$ cat config.mk
export PLATFORM = sky130hd
export DESIGN_NAME = instr_mem_loader_flat
export DESIGN_NICKNAME = d
export VERILOG_FILES = /design/src/rtl/instr_mem_loader_pkg.sv /design/src/rtl/instr_mem_loader_if.sv /design/src/rtl/instr_mem_loader_byte_packer.sv /design/src/rtl/instr_mem_loader.sv /design/src/flat_wrapper.sv
export SDC_FILE = /design/constraint.sdc
export NUM_CORES = 1
export LEC_CHECK = 0
export BUFFER_PORTS_ARGS = -buffer_cell sky130_fd_sc_hd__buf_2
export CORE_MARGIN = 5
export CORE_UTILIZATION = 52
export DETAILED_ROUTE_END_ITERATION = 8
export GPL_ROUTABILITY_DRIVEN = 1
export GPL_TIMING_DRIVEN = 0
export HOLD_SLACK_MARGIN = 0.06
export PLACE_DENSITY = 0.75
export SETUP_SLACK_MARGIN = 0.02
export SLEW_MARGIN = 20
export SYNTH_ARGS = -nofsm -noshare
export SYNTH_HDL_FRONTEND = slang
export SYNTH_SLANG_ARGS = --single-unit
$ cat constraint.sdc
create_clock -name clk -period 2.3 [get_ports clk]
set_clock_uncertainty 0.15 [all_clocks]
set_input_delay 0.46 -clock clk [delete_from_list [all_inputs] [get_ports clk]]
set_output_delay 0.46 -clock clk [all_outputs]
set_load 0.02 [all_outputs]
$ cat src/rtl/instr_mem_loader_pkg.sv
// Shared definitions for the instruction-memory program loader.
package instr_mem_loader_pkg;

  localparam int DEPTH_DEF      = 64;
  localparam int AW_DEF         = 6;
  localparam int BYTES_PER_WORD = 4;

  typedef logic [1:0] state_t;

  localparam state_t IDLE  = 2'd0;
  localparam state_t LOAD  = 2'd1;
  localparam state_t WRITE = 2'd2;
  localparam state_t DONE  = 2'd3;

endpackage

$ cat src/rtl/instr_mem_loader_if.sv
// Loader control, byte-stream handshake and instruction-memory write port.
interface instr_mem_loader_if #(
  parameter int AW = 6
);
  logic          start;
  logic [AW:0]   len;
  logic          byte_valid;
  logic [7:0]    byte_data;
  logic          byte_ready;
  logic          imem_we;
  logic [AW-1:0] imem_waddr;
  logic [31:0]   imem_wdata;
  logic          busy;
  logic          done;
  logic [AW:0]   word_count;

  modport master (
    output start, len, byte_valid, byte_data,
    input  byte_ready, imem_we, imem_waddr, imem_wdata, busy, done, word_count
  );

  modport slave (
    input  start, len, byte_valid, byte_data,
    output byte_ready, imem_we, imem_waddr, imem_wdata, busy, done, word_count
  );
endinterface

$ cat src/rtl/instr_mem_loader_byte_packer.sv
// Assembles consecutive bytes little-endian into a 32-bit word.
module instr_mem_loader_byte_packer
  import instr_mem_loader_pkg::*;
(
  input  logic        clk,
  input  logic        rst_n,
  input  logic        clr,
  input  logic        load,
  input  logic [7:0]  din,
  output logic [31:0] word,
  output logic        word_full
);
  localparam int IW = $clog2(BYTES_PER_WORD);

  logic [IW-1:0] idx;

  // Asserted while the next loaded byte is the last one of the word.
  assign word_full = (idx == IW'(BYTES_PER_WORD - 1));

  always_ff @(posedge clk or negedge rst_n) begin
    if (!rst_n) begin
      idx  <= '0;
      word <= '0;
    end else if (clr) begin
      idx <= '0;
    end else if (load) begin
      idx                    <= idx + IW'(1);
      word[{idx, 3'b000} +: 8] <= din;
    end
  end
endmodule

$ cat src/rtl/instr_mem_loader.sv
// Program loader: byte stream in, 32-bit instruction-memory writes out.
module instr_mem_loader
  import instr_mem_loader_pkg::*;
#(
  parameter int DEPTH = DEPTH_DEF,
  parameter int AW    = AW_DEF
) (
  input logic              clk,
  input logic              rst_n,
  instr_mem_loader_if.slave bus
);
  localparam logic [AW:0] DEPTH_W = (AW+1)'(DEPTH);

  state_t      state;
  logic [AW:0] len_q;
  logic [AW:0] word_count_q;
  logic [AW:0] wc_next;
  logic [AW:0] len_clamped;
  logic        accept;
  logic        word_full;
  logic        pk_clr;
  logic [31:0] pk_word;

  assign accept      = (state == LOAD) && bus.byte_valid;
  assign wc_next     = word_count_q + (AW+1)'(1);
  assign len_clamped = (bus.len > DEPTH_W) ? DEPTH_W : bus.len;
  assign pk_clr      = ((state == IDLE) && bus.start) || (state == WRITE);

  instr_mem_loader_byte_packer u_packer (
    .clk       (clk),
    .rst_n     (rst_n),
    .clr       (pk_clr),
    .load      (accept),
    .din       (bus.byte_data),
    .word      (pk_word),
    .word_full (word_full)
  );

  always_ff @(posedge clk or negedge rst_n) begin
    if (!rst_n) begin
      state        <= IDLE;
      len_q        <= '0;
      word_count_q <= '0;
    end else begin
      case (state)
        IDLE: begin
          if (bus.start) begin
            len_q        <= len_clamped;
            word_count_q <= '0;
            state        <= (len_clamped == '0) ? DONE : LOAD;
          end
        end
        LOAD: begin
          if (accept && word_full) state <= WRITE;
        end
        WRITE: begin
          word_count_q <= wc_next;
          state        <= (wc_next == len_q) ? DONE : LOAD;
        end
        DONE:    state <= IDLE;
        default: state <= IDLE;
      endcase
    end
  end

  // All outputs decode registered state only.
  assign bus.byte_ready = (state == LOAD);
  assign bus.busy       = (state == LOAD) || (state == WRITE);
  assign bus.done       = (state == DONE);
  assign bus.imem_we    = (state == WRITE);
  assign bus.imem_waddr = word_count_q[AW-1:0];
  assign bus.imem_wdata = pk_word;
  assign bus.word_count = word_count_q;
endmodule

$ cat src/flat_wrapper.sv
// flat-port wrapper written by rule: the top's interface ports become plain ports
module instr_mem_loader_flat import instr_mem_loader_pkg::*;
#(
  parameter int DEPTH = DEPTH_DEF,
  parameter int AW    = AW_DEF
)
  (clk, rst_n, bus_start, bus_len, bus_byte_valid, bus_byte_data, bus_byte_ready, bus_imem_we, bus_imem_waddr, bus_imem_wdata, bus_busy, bus_done, bus_word_count);
  instr_mem_loader_if #(.AW(AW)) bus_i ();
  input logic clk;
  input logic rst_n;
  input wire logic [$bits(bus_i.start)-1:0] bus_start;
  input wire logic [$bits(bus_i.len)-1:0] bus_len;
  input wire logic [$bits(bus_i.byte_valid)-1:0] bus_byte_valid;
  input wire logic [$bits(bus_i.byte_data)-1:0] bus_byte_data;
  output wire logic [$bits(bus_i.byte_ready)-1:0] bus_byte_ready;
  output wire logic [$bits(bus_i.imem_we)-1:0] bus_imem_we;
  output wire logic [$bits(bus_i.imem_waddr)-1:0] bus_imem_waddr;
  output wire logic [$bits(bus_i.imem_wdata)-1:0] bus_imem_wdata;
  output wire logic [$bits(bus_i.busy)-1:0] bus_busy;
  output wire logic [$bits(bus_i.done)-1:0] bus_done;
  output wire logic [$bits(bus_i.word_count)-1:0] bus_word_count;
  assign bus_i.start = bus_start;
  assign bus_i.len = bus_len;
  assign bus_i.byte_valid = bus_byte_valid;
  assign bus_i.byte_data = bus_byte_data;
  assign bus_byte_ready = bus_i.byte_ready;
  assign bus_imem_we = bus_i.imem_we;
  assign bus_imem_waddr = bus_i.imem_waddr;
  assign bus_imem_wdata = bus_i.imem_wdata;
  assign bus_busy = bus_i.busy;
  assign bus_done = bus_i.done;
  assign bus_word_count = bus_i.word_count;
  instr_mem_loader #(.DEPTH(DEPTH), .AW(AW)) u_core (.clk(clk), .rst_n(rst_n), .bus(bus_i));
endmodule
==> results of run 1 <==
==> per-stage QoR <==
stage          instances  hold WS (ps)
3_5_place_dp         422           315
2_1_floorplan        289          14.4
4_1_cts              429           250
3_3_place_gp         422           307
5_1_grt              430           273
6_report             430           260
==> placed cells by master (no fill, tap or decap) <==
| cell type | synthesis | routed |
|---|---|---|
| sky130_fd_sc_hd__nor4_1 | 1 | 1 |
| sky130_fd_sc_hd__nand3b_1 | 1 | 1 |
| sky130_fd_sc_hd__clkinv_4 | 0 | 1 |
| sky130_fd_sc_hd__nand2_1 | 88 | 88 |
| sky130_fd_sc_hd__bufinv_16 | 0 | 1 |
| sky130_fd_sc_hd__nand3_1 | 8 | 8 |
| sky130_fd_sc_hd__nor3_2 | 0 | 1 |
| sky130_fd_sc_hd__nor3b_2 | 3 | 3 |
| sky130_fd_sc_hd__mux2_2 | 1 | 1 |
| sky130_fd_sc_hd__nor2b_1 | 1 | 1 |
| sky130_fd_sc_hd__ha_1 | 10 | 10 |
| sky130_fd_sc_hd__buf_2 | 6 | 71 |
| sky130_fd_sc_hd__nor2_1 | 8 | 8 |
| sky130_fd_sc_hd__a21bo_1 | 1 | 1 |
| sky130_fd_sc_hd__a21oi_1 | 6 | 6 |
| sky130_fd_sc_hd__xor2_1 | 5 | 5 |
| sky130_fd_sc_hd__a221o_1 | 2 | 2 |
| sky130_fd_sc_hd__mux2i_1 | 5 | 5 |
| sky130_fd_sc_hd__clkbuf_2 | 1 | 1 |
| sky130_fd_sc_hd__xnor2_1 | 9 | 9 |
| sky130_fd_sc_hd__a221o_2 | 1 | 1 |
| sky130_fd_sc_hd__clkbuf_1 | 4 | 4 |
| sky130_fd_sc_hd__a21bo_2 | 1 | 1 |
| sky130_fd_sc_hd__buf_4 | 6 | 7 |
| sky130_fd_sc_hd__and2_4 | 1 | 1 |
| sky130_fd_sc_hd__a22oi_1 | 2 | 2 |
| sky130_fd_sc_hd__dfrtp_1 | 50 | 50 |
| sky130_fd_sc_hd__nand2b_1 | 7 | 7 |
| sky130_fd_sc_hd__o21ai_0 | 46 | 46 |
| sky130_fd_sc_hd__clkbuf_8 | 0 | 5 |
| sky130_fd_sc_hd__buf_6 | 1 | 1 |
| sky130_fd_sc_hd__o21ai_1 | 1 | 1 |
| sky130_fd_sc_hd__dlygate4sd3_1 | 0 | 1 |
| sky130_fd_sc_hd__nor4_2 | 1 | 1 |
| sky130_fd_sc_hd__nor3_4 | 1 | 1 |
| sky130_fd_sc_hd__inv_1 | 5 | 5 |
| sky130_fd_sc_hd__nor3_1 | 6 | 5 |
==> cells by family after synthesis <==
| kind of cell | count (synthesis) | synth area share (%) |
|---|---|---|
| buffers and inverters | 23 | 4.84 |
| adders and majority gates | 10 | 4.84 |
| DFF | 50 | 48.4 |
| xor gates and xnor gates | 14 | 4.74 |
| and+or+nand+nor | 126 | 22.0 |
| muxes | 6 | 2.37 |
| AOI/OAI and AO/OA | 60 | 12.8 |
==> final cells by class <==
cell class                      count  area, um^2  share of cell area (%)
Sequential cell                    50        1250                    40.0
Inverter                            5        18.8                   0.600
Clock buffer                        5        68.8                    2.20
Clock inverter                      2        38.8                    1.24
Multi-Input combinational cell    216        1210                    38.9
Timing Repair Buffer               67         343                    11.0
Buffer                             18         106                    3.40
Tap cell                           67        83.8                    2.68
==> worst max-delay path, delay by kind of cell, from the launching register on <==
kind                       cells  cell delay, ps
DFF                            1             410
and+or+nand+nor                3             560
AOI/OAI and AO/OA              1             100
adders and majority gates      1             220
buffers and inverters          3             530
==> state kept, by name (all words and copies together) (netlist names) <==
register,count
u_core.state,2
u_core.bus.word_count,7
u_core.u_packer.word,32
u_core.len_q,7
u_core.u_packer.idx,2
==> per-layer routing <==
layer	share of wire (%)	routed length (um)
met1	47	2800
met2	45	2650
met3	6.1	360
met4	1.9	112
met5	0	0
==> power by group through the flow <==
| stage | clock network, mW | registers, mW | logic, mW |
|---|---|---|---|
| after global placement | 0 | 1.31 | 1.60 |
| final | 0.620 | 1.30 | 1.65 |
| after global routing | 0.675 | 1.34 | 1.84 |
| after detailed placement | 0 | 1.32 | 1.64 |
| after CTS | 0.626 | 1.30 | 1.66 |
| after floorplan | 0 | 1.45 | 1.04 |
==> timing repair <==
| action | CTS | global route |
|---|---|---|
| hold buffers | 0 | 1 |
| setup endpoints to repair | 1 | 1 |
| cloned | 0 | 0 |
| endpoints found under the hold margin | 0 | 10 |
| gates resized for setup | 1 | 0 |
==> how the worst min path moves through the flow <==
stage / slack [ps] / cells past startpoint / endpoint
5_1_grt: 270 / 3 / u_core.len_q[0]
3_5_place_dp: 310 / 2 / u_core.u_packer.word[22]
3_3_place_gp: 310 / 2 / u_core.u_packer.word[23]
6_report: 260 / 3 / u_core.len_q[4]
4_1_cts: 250 / 1 / u_core.bus.word_count[6]
2_1_floorplan: 10 / 0 / u_core.bus.word_count[0]
==> impl_results.md, run 1 <==
* Biggest area contributors in the synthesized netlist: sky130_fd_sc_hd__dfrtp_1, sky130_fd_sc_hd__nand2_1, sky130_fd_sc_hd__o21ai_0, sky130_fd_sc_hd__ha_1, sky130_fd_sc_hd__xnor2_1
* Number of antenna violations at the first check in global routing at 0
* Slowest library cell on the worst path: sky130_fd_sc_hd__dfrtp_1
* Post-synthesis net count at 318
* Power density over the cells at 1140 mW/mm^2
* Synthesized netlist cell count at about 290
* Layout filler cell count at 424
* Via-to-Cell Ratio at approximately 5.0
* Type of the worst min-delay path: primary input to flop
* Starting density of the core at a little over half
* Flop pwr share at 36.5%
* Setup Viol. Count Final at 0
* Post-synthesis async set-or-reset flop share at 100%
* Ys Warns at 0
* Max-capacitance violation count at 0
* Global-route congestion overflow total at 0
* Via count of the first global-routing pass at 2,024
* Final count of pins violating max slew at 0
* Root buffer selected by CTS: sky130_fd_sc_hd__clkbuf_8
* Setup WS pre-CTS at between 90 and 100 ps
* Critical R2R Launch: u_core.state[0]
* Site Rows at 25
* Largest fanout on the critical path at 10
* Combinational group share of total power at 46.1%
* Fraction of layout instances using a drive strength above 1 at 26.7%
* CP Data Required Time at 2320 ps
* Die outline area at 0.00648 mm^2
* Crit path arrival time at 2100 ps
* Min Tclk post-route at 2080 ps
* Area added between synthesis and finish at 20.9%
* Most frequent cell after synthesis: sky130_fd_sc_hd__nand2_1
* Upper clock frequency limit at 481 MHz
* Sum of routed wire length over all layers at between 5000 and 6000 um
* Last element of the critical path: u_core.u_packer.word[13]
* H-Tree Depth at 2
* Pin count of the biggest net entering global routing at 51
* Fin crit share at ~90%
* Max clock buf depth at 2
* Total leakage power at 1.55 nW
* Hold Vio Cnt, Final at 0
* Sw Pwr at 1.52 mW
* Final worst-path setup slack at between 200 and 250 ps
* Peak supply drop at 0.616 mV
* Worst setup EP type: flop
* Critical-path cell list: inv_1, ha_1, buf_2, nor3_4, nand2_1, buf_2, nand2_1, o21ai_0
* Kind of critical path: flop to flop
* Gpl congestion at 0.851
* Detailed Route Iter0 Violations at 105
* Setup repair after global routing missed its margin: true
* Post-route total power at 3.57 mW
* Number of buffers created by CTS at 5
* Reg-to-Reg End: u_core.u_packer.word[13]
* Post-CTS Setup Bufs at 0
* Flop and latch count out of synthesis at 50
* Number of enable-type register cells in the synthesized netlist at 0
* Height of the die at slightly above 80 um
* Grt met3 use at 3.81%
* Critical hold path startpoint: bus_len[4]
* Slack of the worst reg-to-reg path at around 220 ps
* Post-CTS clock slew at the launch and capture registers of the worst setup and hold paths at roughly 90 ps
* Antenna-violating nets left at 0
* Most used flip-flop cell after synthesis: sky130_fd_sc_hd__dfrtp_1
* Final standard cell area without fillers at 0.00313 mm^2
* Antenna diodes at 0
* Wire length per cell at 13.8 um
* Number of clock sinks at 50
* Peak-usage layer in the global routing report: met2
* Switching share of power at 42.5%
* Pin slew with the least headroom to its limit at 619 ps
* Width of the die at 80.5 um
* Relative contribution of the clock network to total power at 17.4%
* Overall track demand over capacity in global routing at 19.5%
* NumNets Final at ~390
* Area fraction of the dominant cell type after synthesis at 48.4%
* TritonCTS clock tree: done
* Run status: completed
* Iteration count of the initial detailed-routing pass at 4
* Number of port buffers at 66
* Wire length of the first global-routing pass at slightly below 10,000 um
* End-of-flow core utilization at 65.3%
* Synth cell count leaders: sky130_fd_sc_hd__nand2_1, sky130_fd_sc_hd__dfrtp_1, sky130_fd_sc_hd__o21ai_0
* Global Route met1 Usage at 27.4%
* CP startpoint: u_core.state[0]
* Depth of the worst register-to-register path at 8
* Via Count at around 2,200
* Final setup TNS at 0 ps
* Average footprint of a synthesized cell at 8.95 um^2
* Share of synthesized area occupied by flip-flops and latches at 48.4%
* Clock latency of the later-clocked register in the worst-skew pair at 300 ps
* Half-perimeter wire length of the detailed placement result at 4280 um
* Crit path largest cell delay at 410 ps
* Startpoint types: flop
* Internal at slightly above 2 mW
* Post-detailed-route DRC marker count at 0
* Remaining max-slew budget at the tightest pin at 58.7%
* Distinct cell type count of the synthesized netlist at 32
* Number of I/O pins at 68
* Global Route met2 Usage at 29.6%
* Core Footprint at between 0.004 and 0.005 mm^2
* Summed instance area of the synthesized netlist at 0.00259 mm^2
* Biggest area consumer among synthesized cells: sky130_fd_sc_hd__dfrtp_1
* Post-DP Area at 0.00300 mm^2
No activity file was read; power rests on OpenSTA's default activity.
==> inputs of run 2 (changes only) <==
--- a/config.mk
+++ b/config.mk
@@ -5,6 +5,7 @@
 export SDC_FILE = /design/constraint.sdc
 export NUM_CORES = 1
 export LEC_CHECK = 0
+export ABC_CLOCK_PERIOD_IN_PS = 2300
 export BUFFER_PORTS_ARGS = -buffer_cell sky130_fd_sc_hd__buf_2
 export CORE_MARGIN = 5
 export CORE_UTILIZATION = 52
@@ -12,9 +13,10 @@
 export GPL_ROUTABILITY_DRIVEN = 1
 export GPL_TIMING_DRIVEN = 0
 export HOLD_SLACK_MARGIN = 0.06
-export PLACE_DENSITY = 0.75
+export PLACE_DENSITY = 0.74
 export SETUP_SLACK_MARGIN = 0.02
 export SLEW_MARGIN = 20
 export SYNTH_ARGS = -nofsm -noshare
 export SYNTH_HDL_FRONTEND = slang
+export SYNTH_HIERARCHICAL = 1
 export SYNTH_SLANG_ARGS = --single-unit
==> impl_results.md, run 2 <==
* Distinct cell type count of the synthesized netlist at 47 (was 32)
* Setup repair after global routing missed its margin: false (was true)
* Via-to-Cell Ratio at 5.32 (was 5.02)
* Wire length of the first global-routing pass at 11,000 um (was 9670 um)
* Number of enable-type register cells in the synthesized netlist at 0 (unchanged)
* Clock latency of the later-clocked register in the worst-skew pair at 300 ps (about the same)
* Reg-to-Reg End: u_core/u_packer/word[18] (was u_core.u_packer.word[13])
* Antenna diodes at 0 (unchanged)
* Setup Viol. Count Final at 0 (unchanged)
* Synthesized netlist cell count at 279 (was 289)
* H-Tree Depth at 2 (unchanged)
* Number of flip-flops under the largest register name at 32 (unchanged)
* Via count of the first global-routing pass at 2,286 (was 2,024)
* Sw Pwr at 1.93 mW (was 1.52 mW)
* Slowest library cell on the worst path: sky130_fd_sc_hd__or4b_4 (was sky130_fd_sc_hd__dfrtp_1)
* Site Rows at 27 (was 25)
* Hold worst-path end: u_core/len_q[1] (was u_core.len_q[4])
* Post-detailed-route DRC marker count at 0 (unchanged)
* Gpl congestion at 0.881 (was 0.851)
* Sum of routed wire length over all layers at 6590 um (was 5920 um)
* Crit path arrival time at 2250 ps (was 2100 ps)
* Height of the die at 83.9 um (was 80.5 um)
* Number of clock sinks at 50 (unchanged)
* Overall track demand over capacity in global routing at 18.9% (was 19.5%)
* Antenna-violating nets left at 0 (unchanged)
* Most used flip-flop cell after synthesis: sky130_fd_sc_hd__dfrtp_1 (unchanged)
* TritonCTS clock tree: done (unchanged)
* Most common cell after layout, fill and taps aside: sky130_fd_sc_hd__buf_2 (was sky130_fd_sc_hd__nand2_1)
* Depth of the worst register-to-register path at 7 (was 8)
* Die outline area at 0.00704 mm^2 (was 0.00648 mm^2)
* Startpoint types: flop (unchanged)
* Min Tclk post-route at 2190 ps (was 2080 ps)
* Hold Path Cell Cnt at 3 (unchanged)
* Summed instance area of the synthesized netlist at 0.00284 mm^2 (was 0.00259 mm^2)
* Highest-count cells in the layout ignoring fill and taps: sky130_fd_sc_hd__buf_2, sky130_fd_sc_hd__dfrtp_1, sky130_fd_sc_hd__nand2_1 (was sky130_fd_sc_hd__nand2_1, sky130_fd_sc_hd__buf_2, sky130_fd_sc_hd__dfrtp_1)
* Slack of the worst reg-to-reg path at 110 ps (was 220 ps)
* Combinational group share of total power at 53.4% (was 46.1%)
* Number of buffers created by CTS at 5 (unchanged)
* Post-CTS clock slew at the launch and capture registers of the worst setup and hold paths at 90 ps (about the same)
* Total leakage power at 1.74 nW (was 1.55 nW)
* Max clock buf depth at 2 (unchanged)
* Area fraction of the dominant cell type after synthesis at 44.1% (was 48.4%)
* Biggest area contributors in the synthesized netlist: sky130_fd_sc_hd__dfrtp_1, sky130_fd_sc_hd__nand2_1, sky130_fd_sc_hd__o32ai_1, sky130_fd_sc_hd__ha_1, sky130_fd_sc_hd__o32ai_2 (was sky130_fd_sc_hd__dfrtp_1, sky130_fd_sc_hd__nand2_1, sky130_fd_sc_hd__o21ai_0, sky130_fd_sc_hd__ha_1, sky130_fd_sc_hd__xnor2_1)
* Core Footprint at 0.00541 mm^2 (was 0.00479 mm^2)
* Post-route total power at 4.23 mW (was 3.57 mW)
* Pin slew with the least headroom to its limit at 614 ps (was 619 ps)
* Root buffer selected by CTS: sky130_fd_sc_hd__clkbuf_8 (unchanged)
* Run status: completed (unchanged)
* Via Count at 2,272 (was 2,158)
* Global-route congestion overflow total at 0 (unchanged)
* Detailed Route Iter0 Violations at 128 (was 105)
* CP Data Required Time at 2360 ps (was 2320 ps)
* Fin crit share at 95.3% (was 90.4%)
* Placed cells at 418 (was 422)
* Flop and latch count out of synthesis at 50 (unchanged)
* Internal at 2.31 mW (was 2.05 mW)
* Final count of pins violating max slew at 0 (unchanged)
* Upper clock frequency limit at 456 MHz (was 481 MHz)
* Ys Warns at 6 (was 0)
* Crit path largest cell delay at 530 ps (was 410 ps)
* Iteration count of the initial detailed-routing pass at 4 (unchanged)
* Area added between synthesis and finish at 21.5% (was 20.9%)
* End-of-flow core utilization at 63.8% (was 65.3%)
* Layout filler cell count at 469 (was 424)
* Number of port buffers at 67 (was 66)
* Share of synthesized area occupied by flip-flops and latches at 44.1% (was 48.4%)
* Flop pwr share at 34.7% (was 36.5%)
* Worst setup EP type: flop (unchanged)
* Relative contribution of the clock network to total power at 11.9% (was 17.4%)
* Max-capacitance violation count at 0 (unchanged)
* Average footprint of a synthesized cell at 10.2 um^2 (was 8.95 um^2)
* Half-perimeter wire length of the detailed placement result at 4760 um (was 4280 um)
* Peak supply drop at 0.723 mV (was 0.616 mV)
* Type of the worst min-delay path: primary input to flop (unchanged)
* Critical hold path startpoint: bus_len[1] (was bus_len[4])
* Register bank with the most flops: u_core/u_packer/word (was u_core.u_packer.word)
* Largest fanout on the critical path at 10 (unchanged)
* Kind of critical path: flop to flop (unchanged)
* Pin count of the biggest net entering global routing at 51 (unchanged)
* Area of the multi-input gates at 0.00138 mm^2 (was 0.00121 mm^2)
* NumNets Final at 384 (was 392)
* Post-synthesis async set-or-reset flop share at 100% (unchanged)
* Most frequent cell after synthesis: sky130_fd_sc_hd__dfrtp_1 (was sky130_fd_sc_hd__nand2_1)
* Biggest area consumer among synthesized cells: sky130_fd_sc_hd__dfrtp_1 (unchanged)
* Power density over the cells at 1230 mW/mm^2 (was 1140 mW/mm^2)
* Wire length per cell at 15.4 um (was 13.8 um)
* Most Frequent Cell on Critical Path: sky130_fd_sc_hd__buf_6
* Number of I/O pins at 68 (unchanged)
* Hold Vio Cnt, Final at 0 (unchanged)
* Width of the die at 83.9 um (was 80.5 um)
* Number of antenna violations at the first check in global routing at 0 (unchanged)
* Switching share of power at 45.5% (was 42.5%)
* Remaining max-slew budget at the tightest pin at 59.1% (was 58.7%)
* Post-synthesis net count at 309 (was 318)
* Final Instance Count excl. Fillers at 427 (was 430)
* Starting density of the core at 52.5% (was 54.0%)
* Total area of sequential cells at 0.00125 mm^2 (about the same)
* Fraction of layout instances using a drive strength above 1 at 36.3% (was 26.7%)
* Critical-path cell list: clkbuf_4, inv_1, ha_1, buf_6, or4b_4, buf_6, o32ai_2 (was inv_1, ha_1, buf_2, nor3_4, nand2_1, buf_2, nand2_1, o21ai_0)
* Synth cell count leaders: sky130_fd_sc_hd__dfrtp_1, sky130_fd_sc_hd__nand2_1, sky130_fd_sc_hd__inv_1 (was sky130_fd_sc_hd__nand2_1, sky130_fd_sc_hd__dfrtp_1, sky130_fd_sc_hd__o21ai_0)
* Critical R2R Launch: u_core/u_packer/idx[0] (was u_core.state[0])
==> run 2: changes by cell type after synthesis, sizes merged, moves of 6 or more <==
cell    change
and4b       +8
clkbuf      +7
inv        +23
mux2        +9
nand2      -49
nand3       -6
o21ai      -32
o32ai      +24
==> run 2: layout make-up <==
type | instances | share of cell area, %
buffer | 25 | 4.82
clock buffer | 5 | 1.99
clock inverter | 3 | 0.616
inverter | 28 | 3.05
multi-input combinational | 174 | 40.1
sequential | 50 | 36.3
tap | 72 | 2.61
timing repair buffer | 70 | 10.5
==> run 2: kinds of logic (layout without fill, tap and decap cells) <==
logic type | Yosys count | after routing | share of synthesized area (%)
buf+inv | 55 | 131 | 9.38
mux | 11 | 11 | 4.32
compound gates | 59 | 59 | 17.7
flops | 50 | 50 | 44.1
xor+xnor | 9 | 9 | 2.78
simple gates | 84 | 84 | 16.9
fa+ha+maj | 11 | 11 | 4.85
==> run 2: timing repair <==
| action | 4_1_cts | 5_1_grt |
|---|---|---|
| resized for setup | 11 | 11 |
| hold buffers | 0 | 1 |
| endpoints found under the setup margin | 32 | 33 |
| pin swaps | 0 | 0 |
| endpoints found under the hold margin | 0 | 13 |
| buffers inserted | 0 | 2 |
==> run 2: worst max-delay path by stage <==
| stage | slack, ps | end | start |
|---|---|---|---|
| floorplan | 60 | u_core/u_packer/word[24] | u_core/state[0] |
| global placement | -270 | u_core/u_packer/word[27] | u_core/u_packer/idx[0] |
| detailed placement | -330 | u_core/u_packer/word[26] | u_core/u_packer/idx[0] |
| CTS | 20 | u_core/u_packer/word[20] | u_core/u_packer/idx[0] |
| global route | 30 | u_core/u_packer/word[6] | u_core/u_packer/idx[0] |
| finish | 110 | u_core/u_packer/word[18] | u_core/u_packer/idx[0] |
==> run 2: per-layer routing <==
metal / part of all wire (%) / wire length (um) / global-route usage, %
met5: 0 / 0 / 0
met4: 1.7 / 110 / 6.87
met1: 47 / 3080 / 25.8
met3: 4.4 / 287 / 4.24
met2: 47 / 3110 / 29.6
==> run 2: power groups by stage <==
stage / Combinational (mW) / Clock [mW] / Sequential [mW]
3_5_place_dp: 2.13 / 0 / 1.49
2_1_floorplan: 1.20 / 0 / 1.77
5_1_grt: 2.46 / 0.568 / 1.52
3_3_place_gp: 2.09 / 0 / 1.47
4_1_cts: 2.18 / 0.524 / 1.48
6_report: 2.26 / 0.504 / 1.47
==> run 2: critical path, delay by kind of cell, from the launching register on <==
kind                     cells  cell delay (ps)
AO/OA/AOI/OAI                1              250
adder cells (fa/ha/maj)      1              210
buffers and inverters        4              580
flip-flops                   1              380
AND/OR/NAND/NOR              1              530
==> run 2: metrics by stage <==
step | instance area, um^2 | setup WS (ps) | setup TNS, ps | hold slack (ps)
2_1_floorplan | 2840 | 57.9 | 0 | 14.4
3_3_place_gp | 3270 | -274 | -4960 | 339
3_5_place_dp | 3270 | -326 | -5610 | 343
4_1_cts | 3380 | 23.0 | 0 | 248
5_1_grt | 3450 | 31.2 | 0 | 256
6_report | 3450 | 109 | 0 | 266
==> inputs of run 3 (changes only) <==
--- a/config.mk
+++ b/config.mk
@@ -7,11 +7,11 @@
 export LEC_CHECK = 0
 export ABC_CLOCK_PERIOD_IN_PS = 2300
 export BUFFER_PORTS_ARGS = -buffer_cell sky130_fd_sc_hd__buf_2
+export CAP_MARGIN = 20
 export CORE_MARGIN = 5
 export CORE_UTILIZATION = 52
 export DETAILED_ROUTE_END_ITERATION = 8
 export GPL_ROUTABILITY_DRIVEN = 1
-export GPL_TIMING_DRIVEN = 0
 export HOLD_SLACK_MARGIN = 0.06
 export PLACE_DENSITY = 0.74
 export SETUP_SLACK_MARGIN = 0.02
==> impl_results.md, run 3 (synthesis results as in run 2) <==
* Upper clock frequency limit at 475 MHz (was 456 MHz)
* Top delay family on crit path: simple AND/OR/NAND/NOR gates (was buffers and inverters)
* Global-route congestion overflow total at 0 (unchanged)
* Kind of critical path: flop to flop (unchanged)
* Hold Vio Cnt, Final at 0 (unchanged)
* Placed cells at 399 (was 418)
* Setup repair after global routing missed its margin: false (unchanged)
* Startpoint types: flop (unchanged)
* Detailed Route Iter0 Violations at 245 (was 128)
* Site Rows at 27 (unchanged)
* Gpl congestion at 0.805 (was 0.881)
* Worst setup EP type: flop (unchanged)
* Root buffer selected by CTS: sky130_fd_sc_hd__clkbuf_8 (unchanged)
* Overall track demand over capacity in global routing at 18.9% (about the same)
* Antenna-violating nets left at 0 (unchanged)
* Max clock buf depth at 2 (unchanged)
* Number of buffers created by CTS at 5 (unchanged)
* CP Data Required Time at 2340 ps (was 2360 ps)
* Remaining max-slew budget at the tightest pin at 57.5% (was 59.1%)
* Sum of routed wire length over all layers at 6460 um (was 6590 um)
* Final worst-path setup slack at 196 ps (was 109 ps)
* Via count of the first global-routing pass at 2,155 (was 2,286)
* Sum of buffers and inverters on the critical path at 1 (was 4)
* Depth of the worst register-to-register path at 6 (was 7)
* Fraction of layout instances using a drive strength above 1 at 31.5% (was 36.3%)
* Highest-count cells in the layout ignoring fill and taps: sky130_fd_sc_hd__buf_2, sky130_fd_sc_hd__dfrtp_1, sky130_fd_sc_hd__nand2_1 (unchanged)
* Min Tclk post-route at 2100 ps (was 2190 ps)
* Power density over the cells at 1250 mW/mm^2 (was 1230 mW/mm^2)
* Critical path depth at 6 (was 7)
* Die outline area at 0.00704 mm^2 (unchanged)
* NumNets Final at 365 (was 384)
* Setup Viol. Count Final at 0 (unchanged)
* Iteration count of the initial detailed-routing pass at 6 (was 4)
* TritonCTS clock tree: done (unchanged)
* Post-detailed-route DRC marker count at 0 (unchanged)
* Crit path arrival time at 2140 ps (was 2250 ps)
* Pin slew with the least headroom to its limit at 637 ps (was 614 ps)
* Max-capacitance violation count at 0 (unchanged)
* Final setup TNS at 0 ps (unchanged)
* Width of the die at 83.9 um (unchanged)
* Fin crit share at 91.5% (was 95.3%)
* Slack of the worst reg-to-reg path at 200 ps (was 110 ps)
* Via-to-Cell Ratio at 5.50 (was 5.32)
* Register bank with the most flops: u_core/u_packer/word (unchanged)
* Critical-path cell list: inv_1, ha_1, nand2_1, nand2b_1, and3b_1, mux2_2 (was clkbuf_4, inv_1, ha_1, buf_6, or4b_4, buf_6, o32ai_2)
* Number of flip-flops under the largest register name at 32 (unchanged)
* Clock latency of the later-clocked register in the worst-skew pair at 300 ps (about the same)
* Pin count of the biggest net entering global routing at 30 (was 51)
* Core Footprint at 0.00541 mm^2 (unchanged)
* Type of the worst min-delay path: primary input to flop (unchanged)
* Total leakage power at 1.65 nW (was 1.74 nW)
* Hold Path Cell Cnt at 3 (unchanged)
* Post-route worst hold slack at 269 ps (was 266 ps)
* Antenna diodes at 0 (unchanged)
* H-Tree Depth at 2 (unchanged)
* Number of I/O pins at 68 (unchanged)
* Layout filler cell count at 483 (was 469)
* Area added between synthesis and finish at 15.2% (was 21.5%)
* Largest fanout on the critical path at 8 (was 10)
* Peak supply drop at 0.768 mV (was 0.723 mV)
* Number of antenna violations at the first check in global routing at 0 (unchanged)
* Post-CTS clock slew at the launch and capture registers of the worst setup and hold paths at 90 ps (about the same)
* Final count of pins violating max slew at 0 (unchanged)
* Wire length per cell at 15.8 um (was 15.4 um)
* Starting density of the core at 52.5% (unchanged)
* Wire length of the first global-routing pass at 10,800 um (was 11,000 um)
* Via Count at 2,245 (was 2,272)
* Number of clock sinks at 50 (unchanged)
* Height of the die at 83.9 um (unchanged)
* Half-perimeter wire length of the detailed placement result at 4690 um (was 4760 um)
* Crit path largest cell delay at 460 ps (was 530 ps)
* Setup WS pre-CTS at 204 ps (was -326 ps)
* Post-CTS Setup Bufs at 0 (unchanged)
* Most common cell after layout, fill and taps aside: sky130_fd_sc_hd__buf_2 (unchanged)
* Run status: completed (unchanged)
* Slowest library cell on the worst path: sky130_fd_sc_hd__and3b_1 (was sky130_fd_sc_hd__or4b_4)
* Number of port buffers at 67 (unchanged)
* Final Instance Count excl. Fillers at 408 (was 427)
==> run 3: cell types whose count changed in the layout (fill, tap and decap cells not counted), sizes merged <==
cell | before | now
buf | 86 | 75
clkbuf | 13 | 6
clkinv | 2 | 1
==> run 3: what timing repair did <==
item | in CTS | in global routing
gates resized for setup | 0 | 1
setup endpoints to repair | 0 | 1
hold buffers | 1 | 0
hold endpoints to repair | 27 | 0
==> run 3: worst register-to-register path: cells and delay by family (launching register included) <==
family                   cells  cell delay, ps
AND/OR/NAND/NOR              3             700
flip-flops                   1             400
multiplexers                 1             390
adder cells (fa/ha/maj)      1             280
buffers and inverters        1              90
==> run 3: where the power goes <==
group / switching, mW / leakage [nW] / total (mW) / internal (mW)
Combinational: 1.30 / 0.970 / 2.08 / 0.778
Sequential: 0.258 / 0.628 / 1.48 / 1.22
Clock: 0.288 / 0.0472 / 0.531 / 0.242
==> run 3: worst paths after layout <==
kind	from	to
max	u_core/state[0]	u_core/u_packer/word[15]
min	bus_len[5]	u_core/len_q[5]
max reg2reg	u_core/state[0]	u_core/u_packer/word[15]
min reg2reg	u_core/u_packer/word[10]	u_core/u_packer/word[10]
max in group asynchronous	rst_n	u_core/bus.word_count[6]
min in group asynchronous	rst_n	u_core/u_packer/word[27]
==> run 3: metal layers <==
| metal | track usage (%) | part of all wire (%) | up-vias |
|---|---|---|---|
| met5 | 0 | 0 | - |
| li1 | - | - | 1089 |
| met2 | 28.7 | 47 | 74 |
| met4 | 5.70 | 1.7 | 0 |
| met1 | 27.0 | 45 | 1071 |
| met3 | 4.05 | 6.2 | 11 |
==> run 3: cell type report <==
| class | instances | area (um^2) | share of cell area, % |
|---|---|---|---|
| Multi-Input combinational cell | 174 | 1330 | 40.5 |
| Tap cell | 72 | 90.1 | 2.75 |
| Inverter | 28 | 105 | 3.21 |
| Clock buffer | 6 | 82.6 | 2.52 |
| Clock inverter | 2 | 12.5 | 0.382 |
| Sequential cell | 50 | 1250 | 38.2 |
| Timing Repair Buffer | 76 | 405 | 12.4 |
==> run 3: per-stage QoR <==
| stage | total power [mW] | area (um^2) | utilization, % |
|---|---|---|---|
| 4_1_cts | 4.12 | 3270 | 60.5 |
| 5_1_grt | 4.39 | 3270 | 60.5 |
| 6_report | 4.09 | 3270 | 60.5 |
| 2_1_floorplan | 2.97 | 2840 | - |
| 3_5_place_dp | 3.58 | 3160 | 58.5 |
| 3_3_place_gp | 3.51 | 3160 | 58.5 |
